==> src/rtl/fractional_divider_if.sv <==
// -----------------------------------------------------------------------------
// fractional_divider_if
//
// Purpose: groups the operand handshake and the result bus of the fractional
// divider so producer and consumer see one bundle.
//
// Signals:
//   a            dividend, A_WIDTH bits
//   b            divisor, B_WIDTH bits
//   in_valid     producer has operands on a/b
//   in_ready     divider is idle and will take operands
//   result       quotient, OUTPUT_WIDTH bits, held until the next completion
//   out_valid    one-cycle pulse: result and flags were just updated
//   overflow     quotient saturated (qualified by out_valid)
//   div_by_zero  divisor was zero (qualified by out_valid)
//
// Modports:
//   master  drives operands, observes ready and results (testbench / upstream)
//   slave   the divider itself
// -----------------------------------------------------------------------------
interface fractional_divider_if #(
    parameter int A_WIDTH      = 16,
    parameter int B_WIDTH      = 16,
    parameter int OUTPUT_WIDTH = 16
);
    logic [A_WIDTH-1:0]      a;
    logic [B_WIDTH-1:0]      b;
    logic                    in_valid;
    logic                    in_ready;
    logic [OUTPUT_WIDTH-1:0] result;
    logic                    out_valid;
    logic                    overflow;
    logic                    div_by_zero;

    modport master (
        output a, b, in_valid,
        input  in_ready, result, out_valid, overflow, div_by_zero
    );

    modport slave (
        input  a, b, in_valid,
        output in_ready, result, out_valid, overflow, div_by_zero
    );
endinterface

==> src/rtl/fractional_divider.sv <==
// -----------------------------------------------------------------------------
// fractional_divider
//
// Purpose: sequential fixed-point divider, result = a / b, with independent
// fractional formats on dividend, divisor and quotient. One restoring-division
// step per clock; quotient is truncated toward zero and saturated to
// OUTPUT_WIDTH bits. Signed mode divides magnitudes and applies the sign at the
// end; unsigned mode has no sign handling.
//
// Ports:
//   clk      in   rising-edge clock
//   reset    in   asynchronous, active-high; clears all state
//   bus      slave modport of fractional_divider_if (operands, handshake,
//                 result, overflow, div_by_zero, out_valid)
//   state_o  out  current FSM state (0=IDLE, 1=DIVIDE, 2=FINISH), for debug
//
// Handshake: operands are accepted on a rising edge where in_valid && in_ready.
// in_ready is high only in IDLE; in_valid outside IDLE is ignored (nothing is
// queued). Exactly N+1 cycles after acceptance out_valid pulses for one cycle
// with result/overflow/div_by_zero, and in_ready is already high in that cycle.
//
// Timing: S = FRAC_BITS_OUT - FRAC_BITS_A + FRAC_BITS_B, N = A_WIDTH + S.
// -----------------------------------------------------------------------------
module fractional_divider #(
    parameter int A_WIDTH          = 16,
    parameter int B_WIDTH          = 16,
    parameter int OUTPUT_WIDTH     = 16,
    parameter int FRAC_BITS_A      = 4,
    parameter int FRAC_BITS_B      = 4,
    parameter int FRAC_BITS_OUT    = 8,
    parameter bit areSignalsSigned = 1'b1
) (
    input  logic                 clk,
    input  logic                 reset,
    fractional_divider_if.slave  bus,
    output logic [1:0]           state_o
);

    localparam int S_RAW = FRAC_BITS_OUT - FRAC_BITS_A + FRAC_BITS_B;
    // Clamped copy keeps widths legal while the format error below is reported.
    localparam int S     = (S_RAW < 0) ? 0 : S_RAW;
    localparam int N     = A_WIDTH + S;
    localparam int CNT_W = $clog2(N + 1);
    localparam int RW    = B_WIDTH + 1;
    // Wide enough to hold the N-bit magnitude quotient and both output limits.
    localparam int WW    = ((N > OUTPUT_WIDTH) ? N : OUTPUT_WIDTH) + 1;

    if (S_RAW < 0) begin : g_bad_format
        $error("fractional_divider: FRAC_BITS_OUT - FRAC_BITS_A + FRAC_BITS_B must not be negative");
    end

    // Largest positive magnitude and largest negative magnitude the output holds.
    localparam logic [WW-1:0] POS_LIMIT = areSignalsSigned
        ? ((WW'(1) << (OUTPUT_WIDTH - 1)) - WW'(1))
        : ((WW'(1) << OUTPUT_WIDTH) - WW'(1));
    localparam logic [WW-1:0] NEG_LIMIT = WW'(1) << (OUTPUT_WIDTH - 1);

    localparam logic [OUTPUT_WIDTH-1:0] POS_FS = OUTPUT_WIDTH'(POS_LIMIT);
    localparam logic [OUTPUT_WIDTH-1:0] NEG_FS = OUTPUT_WIDTH'(NEG_LIMIT);

    typedef enum logic [1:0] {
        IDLE   = 2'd0,
        DIVIDE = 2'd1,
        FINISH = 2'd2
    } state_t;

    state_t                  state_q, state_d;
    logic [CNT_W-1:0]        cnt_q, cnt_d;
    logic [RW-1:0]           rem_q, rem_d;
    logic [N-1:0]            quo_q, quo_d;
    logic [B_WIDTH-1:0]      bmag_q, bmag_d;
    logic                    neg_q, neg_d;
    logic                    aneg_q, aneg_d;
    logic                    bzero_q, bzero_d;
    logic [OUTPUT_WIDTH-1:0] result_q, result_d;
    logic                    ovf_q, ovf_d;
    logic                    dbz_q, dbz_d;
    logic                    ovalid_q, ovalid_d;

    logic                    a_neg, b_neg;
    logic [A_WIDTH-1:0]      a_mag;
    logic [B_WIDTH-1:0]      b_mag;
    logic [RW:0]             rem_shift;
    logic [WW-1:0]           q_wide;

    always_comb begin
        // Magnitudes fit in the operand width unsigned, so the most negative
        // value needs no special case.
        a_neg = areSignalsSigned && bus.a[A_WIDTH-1];
        b_neg = areSignalsSigned && bus.b[B_WIDTH-1];
        a_mag = a_neg ? (A_WIDTH'(0) - bus.a) : bus.a;
        b_mag = b_neg ? (B_WIDTH'(0) - bus.b) : bus.b;

        // The quotient register doubles as the numerator shifter: numerator
        // bits leave at the top while quotient bits enter at the bottom.
        rem_shift = {rem_q, quo_q[N-1]};
        q_wide    = WW'(quo_q);

        state_d  = state_q;
        cnt_d    = cnt_q;
        rem_d    = rem_q;
        quo_d    = quo_q;
        bmag_d   = bmag_q;
        neg_d    = neg_q;
        aneg_d   = aneg_q;
        bzero_d  = bzero_q;
        result_d = result_q;
        ovf_d    = ovf_q;
        dbz_d    = dbz_q;
        ovalid_d = 1'b0;

        unique case (state_q)
            IDLE: begin
                if (bus.in_valid) begin
                    bmag_d  = b_mag;
                    neg_d   = a_neg ^ b_neg;
                    aneg_d  = a_neg;
                    bzero_d = (bus.b == '0);
                    rem_d   = '0;
                    quo_d   = N'(a_mag) << S;
                    cnt_d   = CNT_W'(N);
                    state_d = DIVIDE;
                end
            end

            DIVIDE: begin
                if (rem_shift >= {2'b00, bmag_q}) begin
                    rem_d = RW'(rem_shift - {2'b00, bmag_q});
                    quo_d = {quo_q[N-2:0], 1'b1};
                end else begin
                    rem_d = RW'(rem_shift);
                    quo_d = {quo_q[N-2:0], 1'b0};
                end
                cnt_d = cnt_q - CNT_W'(1);
                if (cnt_q == CNT_W'(1)) begin
                    state_d = FINISH;
                end
            end

            FINISH: begin
                ovalid_d = 1'b1;
                state_d  = IDLE;
                if (bzero_q) begin
                    // Full scale with the dividend's sign; the quotient
                    // register content is meaningless here.
                    result_d = aneg_q ? NEG_FS : POS_FS;
                    ovf_d    = 1'b0;
                    dbz_d    = 1'b1;
                end else if (neg_q) begin
                    dbz_d = 1'b0;
                    if (q_wide > NEG_LIMIT) begin
                        result_d = NEG_FS;
                        ovf_d    = 1'b1;
                    end else begin
                        result_d = OUTPUT_WIDTH'(WW'(0) - q_wide);
                        ovf_d    = 1'b0;
                    end
                end else begin
                    dbz_d = 1'b0;
                    if (q_wide > POS_LIMIT) begin
                        result_d = POS_FS;
                        ovf_d    = 1'b1;
                    end else begin
                        result_d = OUTPUT_WIDTH'(q_wide);
                        ovf_d    = 1'b0;
                    end
                end
            end

            default: begin
                state_d = IDLE;
            end
        endcase
    end

    always_ff @(posedge clk or posedge reset) begin
        if (reset) begin
            state_q  <= IDLE;
            cnt_q    <= '0;
            rem_q    <= '0;
            quo_q    <= '0;
            bmag_q   <= '0;
            neg_q    <= 1'b0;
            aneg_q   <= 1'b0;
            bzero_q  <= 1'b0;
            result_q <= '0;
            ovf_q    <= 1'b0;
            dbz_q    <= 1'b0;
            ovalid_q <= 1'b0;
        end else begin
            state_q  <= state_d;
            cnt_q    <= cnt_d;
            rem_q    <= rem_d;
            quo_q    <= quo_d;
            bmag_q   <= bmag_d;
            neg_q    <= neg_d;
            aneg_q   <= aneg_d;
            bzero_q  <= bzero_d;
            result_q <= result_d;
            ovf_q    <= ovf_d;
            dbz_q    <= dbz_d;
            ovalid_q <= ovalid_d;
        end
    end

    assign bus.in_ready    = (state_q == IDLE);
    assign bus.result      = result_q;
    assign bus.overflow    = ovf_q;
    assign bus.div_by_zero = dbz_q;
    assign bus.out_valid   = ovalid_q;
    assign state_o         = state_q;

endmodule

==> src/flat_wrapper.sv <==
// flat-port wrapper written by rule: the top's interface ports become plain ports
module fractional_divider_flat 
#(
    parameter int A_WIDTH          = 16,
    parameter int B_WIDTH          = 16,
    parameter int OUTPUT_WIDTH     = 16,
    parameter int FRAC_BITS_A      = 4,
    parameter int FRAC_BITS_B      = 4,
    parameter int FRAC_BITS_OUT    = 8,
    parameter bit areSignalsSigned = 1'b1
)
  (clk, reset, state_o, bus_a, bus_b, bus_in_valid, bus_in_ready, bus_result, bus_out_valid, bus_overflow, bus_div_by_zero);
  fractional_divider_if #(.A_WIDTH(A_WIDTH), .B_WIDTH(B_WIDTH), .OUTPUT_WIDTH(OUTPUT_WIDTH)) bus_i ();
  input  logic clk;
  input  logic reset;
  output logic [1:0] state_o;
  input wire logic [$bits(bus_i.a)-1:0] bus_a;
  input wire logic [$bits(bus_i.b)-1:0] bus_b;
  input wire logic [$bits(bus_i.in_valid)-1:0] bus_in_valid;
  output wire logic [$bits(bus_i.in_ready)-1:0] bus_in_ready;
  output wire logic [$bits(bus_i.result)-1:0] bus_result;
  output wire logic [$bits(bus_i.out_valid)-1:0] bus_out_valid;
  output wire logic [$bits(bus_i.overflow)-1:0] bus_overflow;
  output wire logic [$bits(bus_i.div_by_zero)-1:0] bus_div_by_zero;
  assign bus_i.a = bus_a;
  assign bus_i.b = bus_b;
  assign bus_i.in_valid = bus_in_valid;
  assign bus_in_ready = bus_i.in_ready;
  assign bus_result = bus_i.result;
  assign bus_out_valid = bus_i.out_valid;
  assign bus_overflow = bus_i.overflow;
  assign bus_div_by_zero = bus_i.div_by_zero;
  fractional_divider #(.A_WIDTH(A_WIDTH), .B_WIDTH(B_WIDTH), .OUTPUT_WIDTH(OUTPUT_WIDTH), .FRAC_BITS_A(FRAC_BITS_A), .FRAC_BITS_B(FRAC_BITS_B), .FRAC_BITS_OUT(FRAC_BITS_OUT), .areSignalsSigned(areSignalsSigned)) u_core (.clk(clk), .reset(reset), .bus(bus_i), .state_o(state_o));
endmodule
==> config.mk <==
export PLATFORM = sky130hd
export DESIGN_NAME = fractional_divider_flat
export DESIGN_NICKNAME = d
export VERILOG_FILES = /design/src/rtl/fractional_divider_if.sv /design/src/rtl/fractional_divider.sv /design/src/flat_wrapper.sv
export SDC_FILE = /design/constraint.sdc
export NUM_CORES = 1
export LEC_CHECK = 0
export CORE_MARGIN = 2
export CORE_UTILIZATION = 35
export DETAILED_ROUTE_END_ITERATION = 10
export PLACE_DENSITY_LB_ADDON = 0.05
export SLEW_MARGIN = 20
export SYNTH_ARGS = -nofsm -noshare
export SYNTH_HDL_FRONTEND = slang
export SYNTH_SLANG_ARGS = --single-unit
==> constraint.sdc <==
create_clock -name clk -period 3.11 [get_ports clk]
set_clock_uncertainty 0.05 [all_clocks]
set_input_delay 0.311 -clock clk [delete_from_list [all_inputs] [get_ports clk]]
set_output_delay 0.311 -clock clk [all_outputs]
set_load 0.1 [all_outputs]
# Word-level counts from Yosys, hierarchy flattened
# Index checks and enable logic that the tools add are counted.
[totals]
regBits = 86
in_bits = 35
wordCells = 56
[op_classes]
add_sub_neg = 5
order_cmp = 3
eq_ne = 5
n_mux = 24
bitwise = 1
n_reduce_logical = 6
[op_table]
columns = ["cell", "count"]
rows = [
  ["2-to-1 mux 16 bit", 7],
  ["one-hot mux 24 bit (2 select lines)", 1],
  ["subtractor 1 x 16 -> 16 bit, first input constant", 3],
  ["2-to-1 mux 17 bit", 2],
  ["one-hot mux 17 bit (2 select lines)", 1],
  ["greater-than comparator 24 x 15 -> 1 bit, second input constant", 1],
  ["greater-than comparator 24 x 16 -> 1 bit, second input constant", 1],
  ["2-to-1 mux 24 bit", 1],
  [">= comparator 18 x 16 -> 1 bit", 1],
  ["subtractor 17 x 16 -> 17 bit", 1],
  ["zero test 16 bit", 1],
  ["one-hot mux 5 bit (2 select lines)", 1],
  ["2-to-1 mux 1 bit", 7],
  ["AND reduction 2 bit", 3],
  ["equality test 5 x 1 -> 1 bit, second input constant", 1],
  ["2-to-1 mux 5 bit", 1],
  ["subtractor 5 x 1 -> 5 bit, second input constant", 1],
  ["2-to-1 mux 2 bit", 2],
  ["one-hot mux 2 bit (2 select lines)", 1],
  ["equality test 2 x 1 -> 1 bit, second input constant", 1],
  ["equality test 2 bit, second input constant", 1],
  ["zero test 2 bit", 1],
  ["inequality test 2 x 1 -> 1 bit, second input constant", 1],
  ["inequality test 2 bit, second input constant", 1],
  ["other kinds (2)", 2],
]

# Longest topological paths before layout
[depth]
ltp_word = 4
ltp_mapped = 12
depth_no_buf = 11

# Worst setup path after synthesis
# OpenSTA, ideal clock, no wires.
[synth_timing]
path_kind = "flip-flop to flip-flop"
from = "reg u_core.state_q[1] (netlist: u_core.state_o[1])"
to = "reg u_core.quo_q[13]"
setup_time_ns = 0.135
arrival_time_ns = 3.162
required_time_ns = 2.925
setup_slack_ns = -0.237
stages_incl_launch_ff = 8
n_path_buf = 2
synth_period_minus_slack_ns = 3.347
cell_sequence = "dfrtp_1 -> nor2_1 -> and2_0 -> clkbuf_1 -> nor2_1 -> clkbuf_1 -> a22oi_1 -> o21ai_0"
[synth_via]
elab_chain_cells = 3
elab_cells_between_ends = 6
[synth_lines]
columns = ["element", "line_no", "source"]
rows = [
  ["start: declaration", "fractional_divider.sv:67", "state_t state_q, state_d;"],
  ["start signal: assignment", "fractional_divider.sv:191", "state_q <= state_d;"],
  ["zero test 2 bit (*)", "--", ""],
  ["via bus_in_ready", "flat_wrapper.sv:20", "output wire logic [$bits(bus_i.in_ready)-1:0] bus_in_ready;"],
  ["inequality test 2 bit (no source line) or nonzero test 2 bit (tied branches)", "--", ""],
  ["AND reduction 2 bit (no source line)", "--", ""],
  ["end signal: assignment", "fractional_divider.sv:194", "quo_q <= quo_d;"],
  ["end: declaration", "fractional_divider.sv:70", "logic [N-1:0] quo_q, quo_d;"],
]
# The timed path passes the listed nets; every way through them passes the cells marked *.
# A chain may end at the register's enable or synchronous reset.

# Worst setup path after layout
[layout_timing]
from = "reg u_core.quo_q[23]"
to = "reg u_core.rem_q[5]"
[layout_via]
elab_chain_cells = 3
elab_cells_between_ends = 4
[layout_lines]
columns = ["element", "line_no", "source"]
rows = [
  ["subtractor 17 x 16 -> 17 bit or >= comparator 18 x 16 -> 1 bit (tied branches)", "fractional_divider.sv:128, fractional_divider.sv:127", ""],
  ["2-to-1 mux 17 bit (*)", "fractional_divider.sv:127", "if (rem_shift >= {2'b00, bmag_q}) begin"],
  ["one-hot mux 17 bit (2 select lines) (*)", "fractional_divider.sv:112", "unique case (state_q)"],
  ["end signal: assignment", "fractional_divider.sv:193", "rem_q <= rem_d;"],
  ["end: declaration", "fractional_divider.sv:69", "logic [RW-1:0] rem_q, rem_d;"],
]
# Every way passes the cells marked *; elsewhere a longest branch is shown, timed or not.

==> metrics.cfg <==
[routing]
vias=4690
wl_microns=13850
antenna_left=0
drt_iter0_markers=232
wl_per_cell_microns=15.97
detail_route.vias_per_cell=5.409
drt_pass1_iterations=4
drc=0

[cells_and_area]
final_layout_size_suffix_gt1_frac=0.07216
area_growth_pct=19.60
nFillCells=1541
nets=732
regArea_sq_um=2152
diodes=0
multi_input_area_sq_um=3008
fin_util=0.4275

[sta]
finalCritPeriodShare=0.8653
setup_ws_ps=418.8
max-slew-margin-rel=0.3505
rsz0062_at_grt=no
fin_crit_ps=2691
holdWs_ps=233.1
maxSlewViolCount=0
fmax_mhz=371.6
hold_viol_final=0
setup_viol_count_final=0
worst_pin_slew_ps=971.2
fin_setup_tns_ps=0

[clock_tree]
ctsResizeCount=0
ctsHtreeMaxLevel=3
clock-sinks=86
cts_made_buffers=9
cts_buffer_depth=2
clk_pin_slew_ps=70
cts-root-buf=clkbuf_16
clkLatencyLatePin_ps=350
cts_tree=built
holdBufCountCts=0
postCtsSetupRepairBufs=0

[setup_path]
critPathCapture=u_core.rem_q[5]$_DFFE_PP0P_
cp.arrival_ps=2870
worst_setup_path_start_kind=register
crit_chain=inv_1 -> ha_1 -> fa_1 -> nor2b_1 -> o2111ai_1 -> nand2_1 -> o21ai_0 -> a22oi_1 -> buf_4 -> mux2i_1 -> o21ai_1
worst_setup_path_end_kind=register
critPathTopFamily=adder cells
reg2reg_setup_slack_ps=420
reg2reg_depth=11
setup.worst_path.class=register to register
crit_start=u_core.quo_q[23]$_DFFE_PP0P_
cp.depth=11
reg2reg_to=u_core.rem_q[5]$_DFFE_PP0P_
slowest_delay_ps=460
r2r-start=u_core.quo_q[23]$_DFFE_PP0P_
cp.required_ps=3280
critPathSlowestCell=fa_1
path_max_fanout=10
cp_num_buf_inv=2

[yosys]
yosys_warnings=0
synth_top_area_frac=0.3975
yosysMostFrequentCell=dfrtp_1
ys_top_cells_by_count=86 x dfrtp_1, 83 x nand2_1, 51 x o21ai_1, 41 x o21ai_0, 37 x a21oi_1
syn_area_per_cell_sq_um=8.566
synthCells=632
synthesis.area_sq_um=5414
synth_fp_nets=689
synth-edff-count=0
yosysUniqueCellTypes=59
ys_ff_latch=86
yosys.area.top_type=dfrtp_1
synth.area.top_cells=dfrtp_1 40%, nand2_1 5.8%, ha_1 4.9%
ys_seq_area_frac=0.3975
synth_top_flop_cell=dfrtp_1
async_flop_share=1.000

[placement]
io_buffers=56
dp_hpwl_microns=9978
gp_congestion=0.8462
post-place-ws_ps=418.2

[power]
combPwrFrac=0.559
ir_drop_mv=0.5354
p_leak_nw=2.781
switching_share=0.4700
power_mw=7.579
seqPwrFrac=0.283
p_sw_mw=3.562
p_int_mw=4.017
p_per_area_nw_per_um2=1171
clockPowerShare=0.158

[die]
die-area_sq_um=16480
num_io_pins=57
core_sq_um=15150
row_count=45
die_w_microns=128.4
start_util=0.3575
die_height_microns=128.4

[hold_path]
hold_path.class=input port to asynchronous set/reset pin

[global_route]
track_usage=0.1783
grt_overflow_total=0
grt_start_max_net_pins=62
grt_antenna_before_repair=0
grt_pass1_wl_microns=23180
grt_pass1_vias=4556

[status]
outcome=finished, final reports clean

[run]
drv_cap=0

-- through the flow --
stage          std cells  area, sq um
3_3_place_gp         852         6153
6_report             867         6475
4_1_cts              867         6475
2_1_floorplan        632         5416
5_1_grt              867         6475
3_5_place_dp         852         6153
-- worst min-delay path by stage --
stage / to / slack, ps
floorplan: u_core.cnt_q[4]$_DFFE_PP0P_ / 400
global placement: u_core.bus.result[0]$_DFFE_PP0P_ / 410
detailed placement: u_core.bus.result[0]$_DFFE_PP0P_ / 420
CTS: u_core.bus.result[10]$_DFFE_PP0P_ / 240
global route: u_core.bmag_q[4]$_DFFE_PP0P_ / 290
finish: u_core.bmag_q[5]$_DFFE_PP0P_ / 230
-- placed cells by master (no fill, tap or decap), types with 16 or more instances in the layout --
master           instances
nand2_1                 82
o21ai_1                 51
dfrtp_1                 86
ha_1                    21
o21ai_0                 41
buf_4                   16
xor2_1                  29
nor2_1                  27
nand3_1                 32
inv_1                   30
a21oi_1                 37
clkdlybuf4s50_1         50
-- power groups by stage --
stage | Combinational (mW) | Clock, mW | Sequential, mW
global placement | 4.22 | 0 | 2.16
floorplan | 2.86 | 0 | 2.59
detailed placement | 4.26 | 0 | 2.17
global route | 4.76 | 1.28 | 2.22
finish | 4.23 | 1.20 | 2.15
CTS | 4.28 | 1.24 | 2.15
-- cells by family after synthesis --
logic type	after synthesis	synth area share
and+or+nand+nor	206	0.1939
DFF	86	0.3975
AOI/OAI and AO/OA	197	0.2159
buffers and inverters	66	0.04830
xor gates and xnor gates	41	0.06633
muxes	14	0.02588
adders and majority gates	22	0.05223
-- metal layers --
metal | wire [microns] | GRT usage | vias to the layer above
met5 | 0 | 0 | -
met4 | 234 | 0.07434 | 0
met3 | 412 | 0.02786 | 13
li1 | - | - | 2335
met2 | 6524 | 0.2979 | 70
met1 | 6676 | 0.2312 | 2272
-- layout make-up --
cell class              count  share of cell area
clock buffers              10             0.03691
clock inverters             5             0.01275
well taps                 188             0.03633
multi-input cells         480              0.4645
flip-flops and latches     86              0.3324
repair buffers             67             0.09894
inverters                  31             0.01816
-- worst register-to-register path: stages (launching register included) --
cell       delay [ps]
dfrtp_1           450
inv_1              70
ha_1              220
fa_1              460
nor2b_1           180
o2111ai_1         120
nand2_1           150
o21ai_0           110
a22oi_1           210
buf_4             260
mux2i_1           220
o21ai_1            70
-- sequential cells by signal, indices dropped and copies added (netlist names) --
name                    count
u_core.bus.out_valid        1
u_core.quo_q               24
u_core.bzero_q              1
u_core.bmag_q              16
u_core.aneg_q               1
u_core.state_o              2
u_core.bus.result          16
u_core.cnt_q                5
u_core.bus.div_by_zero      1
u_core.rem_q               17
u_core.bus.overflow         1
u_core.neg_q                1
No activity file was read; power rests on OpenSTA's default activity.
